<file path="src/rtl/alu_pkg.sv">
// Shared opcode/select encodings, FIFO state and decoded-operation record
// for the ALU operand control stage.
package alu_pkg;

    localparam logic [3:0] OP_ADD  = 4'd0;
    localparam logic [3:0] OP_SUB  = 4'd1;
    localparam logic [3:0] OP_AND  = 4'd2;
    localparam logic [3:0] OP_OR   = 4'd3;
    localparam logic [3:0] OP_NOR  = 4'd4;
    localparam logic [3:0] OP_NAND = 4'd5;
    localparam logic [3:0] OP_SLT  = 4'd6;
    localparam logic [3:0] OP_RSUB = 4'd7;

    localparam logic [1:0] SEL_ADD = 2'd0;
    localparam logic [1:0] SEL_AND = 2'd1;
    localparam logic [1:0] SEL_OR  = 2'd2;
    localparam logic [1:0] SEL_SLT = 2'd3;

    typedef enum logic [1:0] {
        ST_EMPTY = 2'd0,
        ST_ONE   = 2'd1,
        ST_FULL  = 2'd2
    } fifo_state_t;

    // Decoded control half of a stored entry; operands are added per WIDTH.
    typedef struct packed {
        logic       inv_x;
        logic       inv_y;
        logic       cin;
        logic [1:0] sel;
    } dec_t;

endpackage

</file>
<file path="src/rtl/alu_op_decode.sv">
// Opcode -> EX-stage invert/carry/select controls; purely combinational.
// Opcodes with bit 3 set are flagged illegal and decode to all zeros.
module alu_op_decode
    import alu_pkg::*;
(
    input  logic [3:0] op,
    output dec_t       dec,
    output logic       illegal
);

    always_comb begin
        dec     = '0;
        illegal = op[3];
        case (op)
            OP_ADD:  dec = '{1'b0, 1'b0, 1'b0, SEL_ADD};
            OP_SUB:  dec = '{1'b0, 1'b1, 1'b1, SEL_ADD};
            OP_AND:  dec = '{1'b0, 1'b0, 1'b0, SEL_AND};
            OP_OR:   dec = '{1'b0, 1'b0, 1'b0, SEL_OR};
            // NOR/NAND reuse AND/OR on inverted operands (De Morgan)
            OP_NOR:  dec = '{1'b1, 1'b1, 1'b0, SEL_AND};
            OP_NAND: dec = '{1'b1, 1'b1, 1'b0, SEL_OR};
            OP_SLT:  dec = '{1'b0, 1'b1, 1'b1, SEL_SLT};
            OP_RSUB: dec = '{1'b1, 1'b0, 1'b1, SEL_ADD};
            default: dec = '0;
        endcase
    end

endmodule

</file>
<file path="src/rtl/alu_operand_ctrl.sv">
// Decodes ID ops into a 2-entry skid FIFO feeding EX; 1-cycle latency when empty.
// Backpressure: in_ready (registered) drops only when both entries are held.
module alu_operand_ctrl
    import alu_pkg::*;
#(
    parameter int WIDTH = 16
) (
    input  logic             clk,
    input  logic             reset,
    input  logic             in_valid,
    output logic             in_ready,
    input  logic [3:0]       in_op,
    input  logic [WIDTH-1:0] in_x,
    input  logic [WIDTH-1:0] in_y,
    input  logic             flush,
    output logic             out_valid,
    input  logic             out_ready,
    output logic [WIDTH-1:0] out_x,
    output logic [WIDTH-1:0] out_y,
    output logic             out_inv_x,
    output logic             out_inv_y,
    output logic             out_cin,
    output logic [1:0]       out_sel,
    output logic             out_illegal
);

    typedef struct packed {
        logic [WIDTH-1:0] x;
        logic [WIDTH-1:0] y;
        dec_t             dec;
    } entry_t;

    fifo_state_t state;
    fifo_state_t state_nxt;
    entry_t      head;
    entry_t      tail;
    entry_t      in_ent;
    dec_t        in_dec;
    logic        in_illegal;
    logic        accept;
    logic        consume;
    logic        push;

    alu_op_decode u_decode (
        .op      (in_op),
        .dec     (in_dec),
        .illegal (in_illegal)
    );

    assign in_ent  = '{x: in_x, y: in_y, dec: in_dec};
    assign accept  = in_valid & in_ready;
    assign consume = out_valid & out_ready;
    // Illegal ops complete the handshake but never occupy a slot
    assign push    = accept & ~in_illegal;

    always_comb begin
        state_nxt = state;
        case (state)
            ST_EMPTY: if (push) state_nxt = ST_ONE;
            ST_ONE: begin
                if (push && !consume)      state_nxt = ST_FULL;
                else if (!push && consume) state_nxt = ST_EMPTY;
            end
            ST_FULL:  if (consume) state_nxt = ST_ONE;
            default:  state_nxt = ST_EMPTY;
        endcase
    end

    always_ff @(posedge clk) begin
        if (reset) begin
            state       <= ST_EMPTY;
            in_ready    <= 1'b1;
            out_illegal <= 1'b0;
            head        <= '0;
            tail        <= '0;
        end else if (flush) begin
            state       <= ST_EMPTY;
            in_ready    <= 1'b1;
            out_illegal <= 1'b0;
        end else begin
            state       <= state_nxt;
            in_ready    <= (state_nxt != ST_FULL);
            out_illegal <= accept & in_illegal;
            if (consume) begin
                // FULL shifts the tail forward; ONE refills from input (or goes empty)
                head <= (state == ST_FULL) ? tail : in_ent;
            end else if (push && state == ST_EMPTY) begin
                head <= in_ent;
            end
            if (push && !consume && state == ST_ONE) begin
                tail <= in_ent;
            end
        end
    end

    assign out_valid = (state != ST_EMPTY);

    always_comb begin
        out_x     = '0;
        out_y     = '0;
        out_inv_x = 1'b0;
        out_inv_y = 1'b0;
        out_cin   = 1'b0;
        out_sel   = SEL_ADD;
        if (out_valid) begin
            out_x     = head.x;
            out_y     = head.y;
            out_inv_x = head.dec.inv_x;
            out_inv_y = head.dec.inv_y;
            out_cin   = head.dec.cin;
            out_sel   = head.dec.sel;
        end
    end

endmodule

</file>
<file path="config.mk">
export PLATFORM = sky130hd
export DESIGN_NAME = alu_operand_ctrl
export DESIGN_NICKNAME = d
export VERILOG_FILES = /design/src/rtl/alu_pkg.sv /design/src/rtl/alu_op_decode.sv /design/src/rtl/alu_operand_ctrl.sv
export SDC_FILE = /design/constraint.sdc
export NUM_CORES = 1
export LEC_CHECK = 0
export CORE_UTILIZATION = 52
export DETAILED_ROUTE_END_ITERATION = 16
export PLACE_DENSITY = 0.88
export SETUP_SLACK_MARGIN = 0.15
export SYNTH_ARGS = -nofsm -noshare
export SYNTH_HDL_FRONTEND = slang
export SYNTH_HIERARCHICAL = 1
export SYNTH_SLANG_ARGS = --single-unit
</file>
<file path="constraint.sdc">
create_clock -name clk -period 1.8 [get_ports clk]
set_input_delay 0.36 -clock clk [delete_from_list [all_inputs] [get_ports clk]]
set_output_delay 0.36 -clock clk [all_outputs]
set_load 0.005 [all_outputs]
</file>
==> results of run 1 <==
==> cell families (layout without fill, tap and decap cells) <==
kind of cell    after synthesis  after routing
simple gates                133            133
flops                        78             78
buf+inv                      43            155
mux                          75             75
fa+ha+maj                     4              4
compound gates               82             82
==> worst reg2reg max path: stages, from the launching register on <==
cell and delay (ns):
dfxtp_2 0.33, or2_4 0.29, buf_12 0.15, buf_16 0.13, buf_6 0.11, a22o_4 0.29, buf_12 0.15, buf_16 0.13
a221oi_2 0.28
==> state kept, by name (all words and copies together), names as in the netlist <==
register / count
head: 37
in_ready: 1
out_illegal: 1
state: 2
tail: 37
==> routing by layer <==
metal	vias to the layer above	wire [um]	global-route usage
met5	-	0	0
met4	0	336	0.138
met3	30	656	0.0570
met2	136	6690	0.540
met1	1809	5010	0.327
li1	1695	-	-
==> layout by cell type, fill, tap and decap left out, drive strengths merged <==
| cell | instances |
|---|---|
| o31a | 1 |
| and3b | 1 |
| mux2i | 75 |
| a21oi | 39 |
| dfxtp | 78 |
| nand2b | 78 |
| nor3 | 3 |
| nor3b | 2 |
| nor4 | 1 |
| ha | 4 |
| inv | 2 |
| nor2 | 4 |
| bufbuf | 2 |
| and2 | 37 |
| and4 | 1 |
| a22o | 1 |
| clkdlybuf4s50 | 40 |
| clkbuf | 12 |
| bufinv | 1 |
| buf | 92 |
| a211oi | 1 |
| dlymetal6s2s | 1 |
| o21a | 1 |
| or2 | 1 |
| o21ai | 2 |
| nand2 | 1 |
| nor2b | 2 |
| nand3b | 2 |
| a221oi | 37 |
| clkinv | 2 |
| clkinvlp | 3 |
==> worst min-delay path by stage <==
stage | startpoint | to | slack, ns | cells after the start
finish | in_op[3] | out_illegal$_SDFF_PP0_ | 0.36 | 2
CTS | reset | head[9]$_SDFFE_PP0P_ | 0.46 | 2
global placement | tail[11]$_SDFFE_PP0P_ | tail[11]$_SDFFE_PP0P_ | 0.46 | 2
global route | in_op[3] | out_illegal$_SDFF_PP0_ | 0.36 | 2
floorplan | tail[0]$_SDFFE_PP0P_ | tail[0]$_SDFFE_PP0P_ | 0.45 | 2
detailed placement | tail[0]$_SDFFE_PP0P_ | tail[0]$_SDFFE_PP0P_ | 0.47 | 2
==> area by class of cell <==
type	count	area, sq um
multi-input cells	294	2570
clock inverters	6	62.6
well taps	102	128
clock buffers	10	128
inverters	2	7.51
flip-flops and latches	78	1570
repair buffers	137	1740
fillers	417	1520
==> per-stage QoR <==
| step | setup TNS (ns) | setup slack (ns) | cells | hold slack, ns |
|---|---|---|---|---|
| after floorplan | 0 | 0.191 | 415 | 0.448 |
| after global placement | -5.83 | -0.143 | 585 | 0.456 |
| after detailed placement | -9.00 | -0.178 | 585 | 0.467 |
| after CTS | -5.27 | -0.175 | 625 | 0.459 |
| after global routing | -10.02 | -0.221 | 629 | 0.365 |
| final | -7.45 | -0.185 | 629 | 0.361 |
==> where the power goes <==
| part | internal (mW) | switching [mW] | total (mW) | leakage (nW) |
|---|---|---|---|---|
| Clock | 0.636 | 0.663 | 1.30 | 0.0883 |
| Combinational | 0.387 | 0.319 | 0.706 | 1.83 |
| Sequential | 1.78 | 0.0342 | 1.82 | 0.634 |
| Total | 2.80 | 1.02 | 3.82 | 2.55 |
==> repair_timing <==
item                                    in CTS  in global routing
hold endpoints to repair                     0                  0
endpoints found under the setup margin      75                106
hold buffers                                 0                  0
gates cloned                                10                  2
pin swaps                                   40                  4
buffers inserted                            14                  2
resized for setup                          251                 10
==> run_results.csv, run 1 <==
group,metric,value,unit
routing,dr_total_vias,3670,
final_layout,nets,567,
placed_design,io_buffers,80,
synth,synthCells,415,
global_route,grt_pass1_vias,3891,
setup_path,cp.depth,6,
synth,synth_cell_type_count,30,
global_route,grt_max_degree,40,
setup_path,r2r_slack,-0.16,ns
setup_path,endpoint,"out_x[12]",
synth,synth_top_area_frac,0.375,
global_route,gr-usage-all-layers,0.296,
final_layout,drive_gt1_frac,0.370,
clocking,cts.root.buffer_cell,"clkbuf_8",
floorplanning,rows,32,
setup_path,cp-start-kind,"register",
pwr,leakage,2.55,nW
synth,yosys-top-cells-count,"dfxtp_1 (78), nand2b_1 (78), mux2i_1 (75)",
clocking,clock_path_buffers,2,
timing,fin_skew,0.0131,ns
setup_path,max_stage_delay,0.33,ns
global_route,grt_pass1_wl,19.3,mm
synth,ys_seq_elements,78,
hold_path,hold_path.class,"input port to register",
synth,synthArstFlopShare,0,
placed_design,gp_congestion,0.787,
synth,synth_xor_area_frac,0,
synth,seq_area_frac_synth,0.375,
timing,finalHoldViolCount,0,
setup_path,worst-path-max-fanout,5,
clocking,cts_sinks,78,
clocking,cts_buffers,9,
synth,synth_area,4160,sq um
pwr,p_per_area,615,nW/um^2
synth,synthFlopType,"dfxtp_1",
floorplanning,die_y,91.5,um
floorplanning,io_pins,81,
routing,wl_per_cell,20.2,um
setup_path,end_kind,"primary output",
synth,ys.warnings.count,6,
setup_path,cpMostUsedCell,"buf_6",
floorplanning,dieArea,8370,sq um
timing,max_freq,0.504,GHz
routing,dr.pass1.iters,4,
setup_path,ff2ff_path_depth,8,
floorplanning,die_w,91.5,um
setup_path,cp.required,1.44,ns
synth,synth_area_leader_cell,"dfxtp_1",
timing,setup_ws,-0.185,ns
timing,slew_viol_final,0,
final_layout,final_area,6210,sq um
clocking,cts_tree,"built",
placed_design,dp.final_hpwl,6.38,mm
routing,postRouteAntennaNets,0,
setup_path,crit_start,"state[1]$_SDFF_PP0_",
setup_path,rr_endpoint,"head[25]$_SDFFE_PP0P_",
synth,muxShareOfSynthArea,0.180,
timing,worst_pin_slew,0.436,ns
timing,fin_crit_sh,1.10,
synth,synth_fa_ha_area_frac,0.0120,
placed_design,place_area,5240,sq um
floorplanning,core_area,7730,sq um
timing,relSlewSlack,0.709,
timing,rsz0062_at_grt,"yes",
routing,drtIter0Drc,116,
floorplanning,start_util,0.539,
synth,synth_nets,460,
setup_path,path_buf_inv,4,
global_route,antenna_found_initial,0,
pwr,ir_drop,674,uV
synth,syn_avg_cell_area,10.0,sq um
global_route,grt_overflow,0,
synth,yosys-top-cells-area,"dfxtp_1 (38%), mux2i_1 (18%), nand2b_1 (12%)",
flow_run,drv_cap,0,
final_layout,insertedDiodeCount,0,
run_status,violations,"negative setup slack",
timing,fin_crit,1.98,ns
routing,drc,0,
setup_path,r2r-start,"state[1]$_SDFF_PP0_",
routing,finalWirelength,12.7,mm
final_layout,fin_util,0.804,
setup_path,crit_slowest_cell,"dfxtp_2",
setup_path,cpLargestDelayFamily,"buffers and inverters",
clocking,htreeDepth,3,
final_layout,layout-area-overhead-vs-synth,49.2,%
timing,setup_viol,63,
synth,synth_compound_area_frac,0.180,
routing,drt-vias-per-instance,5.83,
clocking,clock_latency,0.35,ns
clocking,path_clk_slew,0.09,ns
setup_path,worst-setup-path-type,"register to primary output",
setup_path,cp_data_arrival_time,1.62,ns
run_status,outcome,"finished with violations",
synth,synth_top_family_by_area,"simple AND/OR/NAND/NOR gates",
pwr,power.total,3.82,mW
synth,synth_edf_count,0,
setup_path,path_cells,"or2_4, buf_6, buf_12, buf_16, and2_4, buf_6",
synth,synthSimpleGateAreaFrac,0.198,
No activity file was read; power rests on OpenSTA's default activity.
==> run 2: changes to the inputs <==
==> constraint.sdc (replaced) <==
create_clock -name clk -period 1.8 [get_ports clk]
set_input_delay 0.36 -clock clk [delete_from_list [all_inputs] [get_ports clk]]
set_output_delay 0.36 -clock clk [all_outputs]
set_load 0.01 [all_outputs]
==> run 2 against run 1 <==
The flow still finishes with violations (negative setup slack). Clock-buffer cell count stayed put. Clock power hardly changed. Design area is 5.3% lower. Critical endpoint is now out_sel[0]. Largest cell class unchanged.
==> run_results.csv, run 2 (synthesis gave the netlist of run 1 again) <==
group,metric,value,unit
timing,setup_ws,-0.106,ns
global_route,grt_overflow,0,
routing,dr_total_vias,3546,
flow_run,drv_cap,0,
clocking,htreeDepth,3,
timing,setup_viol,40,
timing,fin_skew,0.00991,ns
setup_path,cp-start-kind,"register",
placed_design,dp.final_hpwl,6.38,mm
timing,slew_viol_final,0,
placed_design,place_inst,585,
pwr,power.total,3.75,mW
setup_path,worst-path-max-fanout,6,
timing,worst_pin_slew,0.447,ns
floorplanning,die_y,91.5,um
floorplanning,start_util,0.539,
global_route,antenna_found_initial,0,
hold_path,hold_path.class,"register to register",
floorplanning,rows,32,
routing,drc,0,
pwr,p_per_area,637,nW/um^2
final_layout,final_common_cell,"nand2b_1",
setup_path,cp.required,1.44,ns
routing,finalWirelength,11.5,mm
timing,relSlewSlack,0.702,
global_route,grt_max_degree,40,
floorplanning,die_w,91.5,um
setup_path,end_kind,"primary output",
global_route,gr-usage-all-layers,0.250,
run_status,violations,"negative setup slack",
setup_path,rr_endpoint,"head[1]$_SDFFE_PP0P_",
final_layout,insertedDiodeCount,0,
routing,drt-vias-per-instance,5.74,
setup_path,r2r-start,"state[1]$_SDFF_PP0_",
final_layout,drive_gt1_frac,0.337,
final_layout,fin_cells,618,
final_layout,fillerInstances,487,
routing,wl_per_cell,18.6,um
floorplanning,core_area,7730,sq um
clocking,cts_sinks,78,
setup_path,cp_data_arrival_time,1.55,ns
placed_design,place_ws,-0.178,ns
placed_design,gp_congestion,0.787,
final_layout,most-common-layout-cells,"nand2b_1 (78), dfxtp_1 (77), mux2i_1 (75)",
clocking,clock_path_buffers,2,
routing,dr.pass1.iters,4,
clocking,clock_latency,0.36,ns
clocking,cts_buffers,9,
routing,drtIter0Drc,97,
global_route,grt_pass1_vias,3505,
routing,postRouteAntennaNets,0,
hold_path,min_from,"tail[21]$_SDFFE_PP0P_",
timing,max_freq,0.525,GHz
hold_path,worstHoldEndpoint,"tail[21]$_SDFFE_PP0P_",
setup_path,r2r_slack,-0.03,ns
final_layout,layout-area-overhead-vs-synth,41.2,%
pwr,ir_drop,670,uV
setup_path,ff2ff_path_depth,7,
timing,finalHoldViolCount,0,
clocking,path_clk_slew,0.08,ns
placed_design,io_buffers,80,
run_status,outcome,"finished with violations",
timing,rsz0062_at_grt,"yes",
hold_path,hold_depth,2,
floorplanning,dieArea,8370,sq um
global_route,grt_pass1_wl,16.6,mm
floorplanning,io_pins,81,
timing,fin_crit_sh,1.06,
final_layout,nets,556,
clocking,cts_tree,"built",
clocking,cts.root.buffer_cell,"clkbuf_8",
final_layout,reg_top3,"head (37), tail (37), state (2)",
timing,fin_crit,1.91,ns
setup_path,worst-setup-path-type,"register to primary output",
pwr,leakage,2.41,nW
## run 2: cell types whose count changed in the layout (fill, tap and decap cells not counted), moves of 3 or more
cell	previous run	this run
and2_1	0	6
and2_4	37	31
buf_12	16	13
buf_16	8	1
buf_6	44	34
clkbuf_16	2	6
clkbuf_2	0	6
## run 2: final cells by class
class,instances,area (sq um),area share
inverters,2,7.51,0.00128
flip-flops and latches,78,1560,0.266
clock inverters,6,62.6,0.0106
multi-input cells,294,2540,0.431
well taps,102,128,0.0217
repair buffers,126,1460,0.248
clock buffers,10,128,0.0217
## run 2: layer usage
metal | global-route usage | wire length, um | share of wire
met3 | 0.0620 | 594 | 0.052
met2 | 0.435 | 5970 | 0.52
met5 | 0 | 0 | 0
met4 | 0.0926 | 250 | 0.022
met1 | 0.296 | 4690 | 0.41
## run 2: worst max path at each step
stage	slack, ns	depth (start not counted)	end	from
2_1_floorplan	0.19	6	tail[0]$_SDFFE_PP0P_	in_op[3]
3_3_place_gp	-0.14	6	head[1]$_SDFFE_PP0P_	in_op[0]
3_5_place_dp	-0.18	5	head[1]$_SDFFE_PP0P_	in_op[1]
4_1_cts	-0.18	4	out_x[11]	state[0]$_SDFF_PP0_
5_1_grt	-0.14	5	out_sel[0]	state[1]$_SDFF_PP0_
6_report	-0.11	5	out_sel[0]	state[1]$_SDFF_PP0_
## run 2: what timing repair did
item / in CTS / in global routing
setup endpoints to repair: 76 / 95
gates resized for setup: 111 / 121
buffers inserted: 0 / 9
hold buffers: 0 / 0
pin swaps: 1 / 32
cloned: 1 / 7
hold endpoints to repair: 0 / 0
## run 2: worst max-delay path, cell delays in order (launching register included)
cell,delay [ns]
dfxtp_2,0.33
or2_4,0.27
buf_12,0.15
clkbuf_16,0.15
and2_4,0.16
buf_6,0.11
## run 2: through the flow
step / util / setup TNS (ns) / hold WS, ns / area, sq um
2_1_floorplan: - / 0 / 0.448 / 4160
4_1_cts: 0.699 / -3.30 / 0.436 / 5400
5_1_grt: 0.761 / -4.61 / 0.495 / 5880
3_5_place_dp: 0.679 / -9.94 / 0.467 / 5240
6_report: 0.761 / -2.78 / 0.477 / 5880
3_3_place_gp: 0.679 / -6.44 / 0.456 / 5240
## run 2: power breakdown
| part | internal [mW] | switching, mW |
|---|---|---|
| clock network | 0.636 | 0.662 |
| registers | 1.78 | 0.0325 |
| logic | 0.336 | 0.299 |
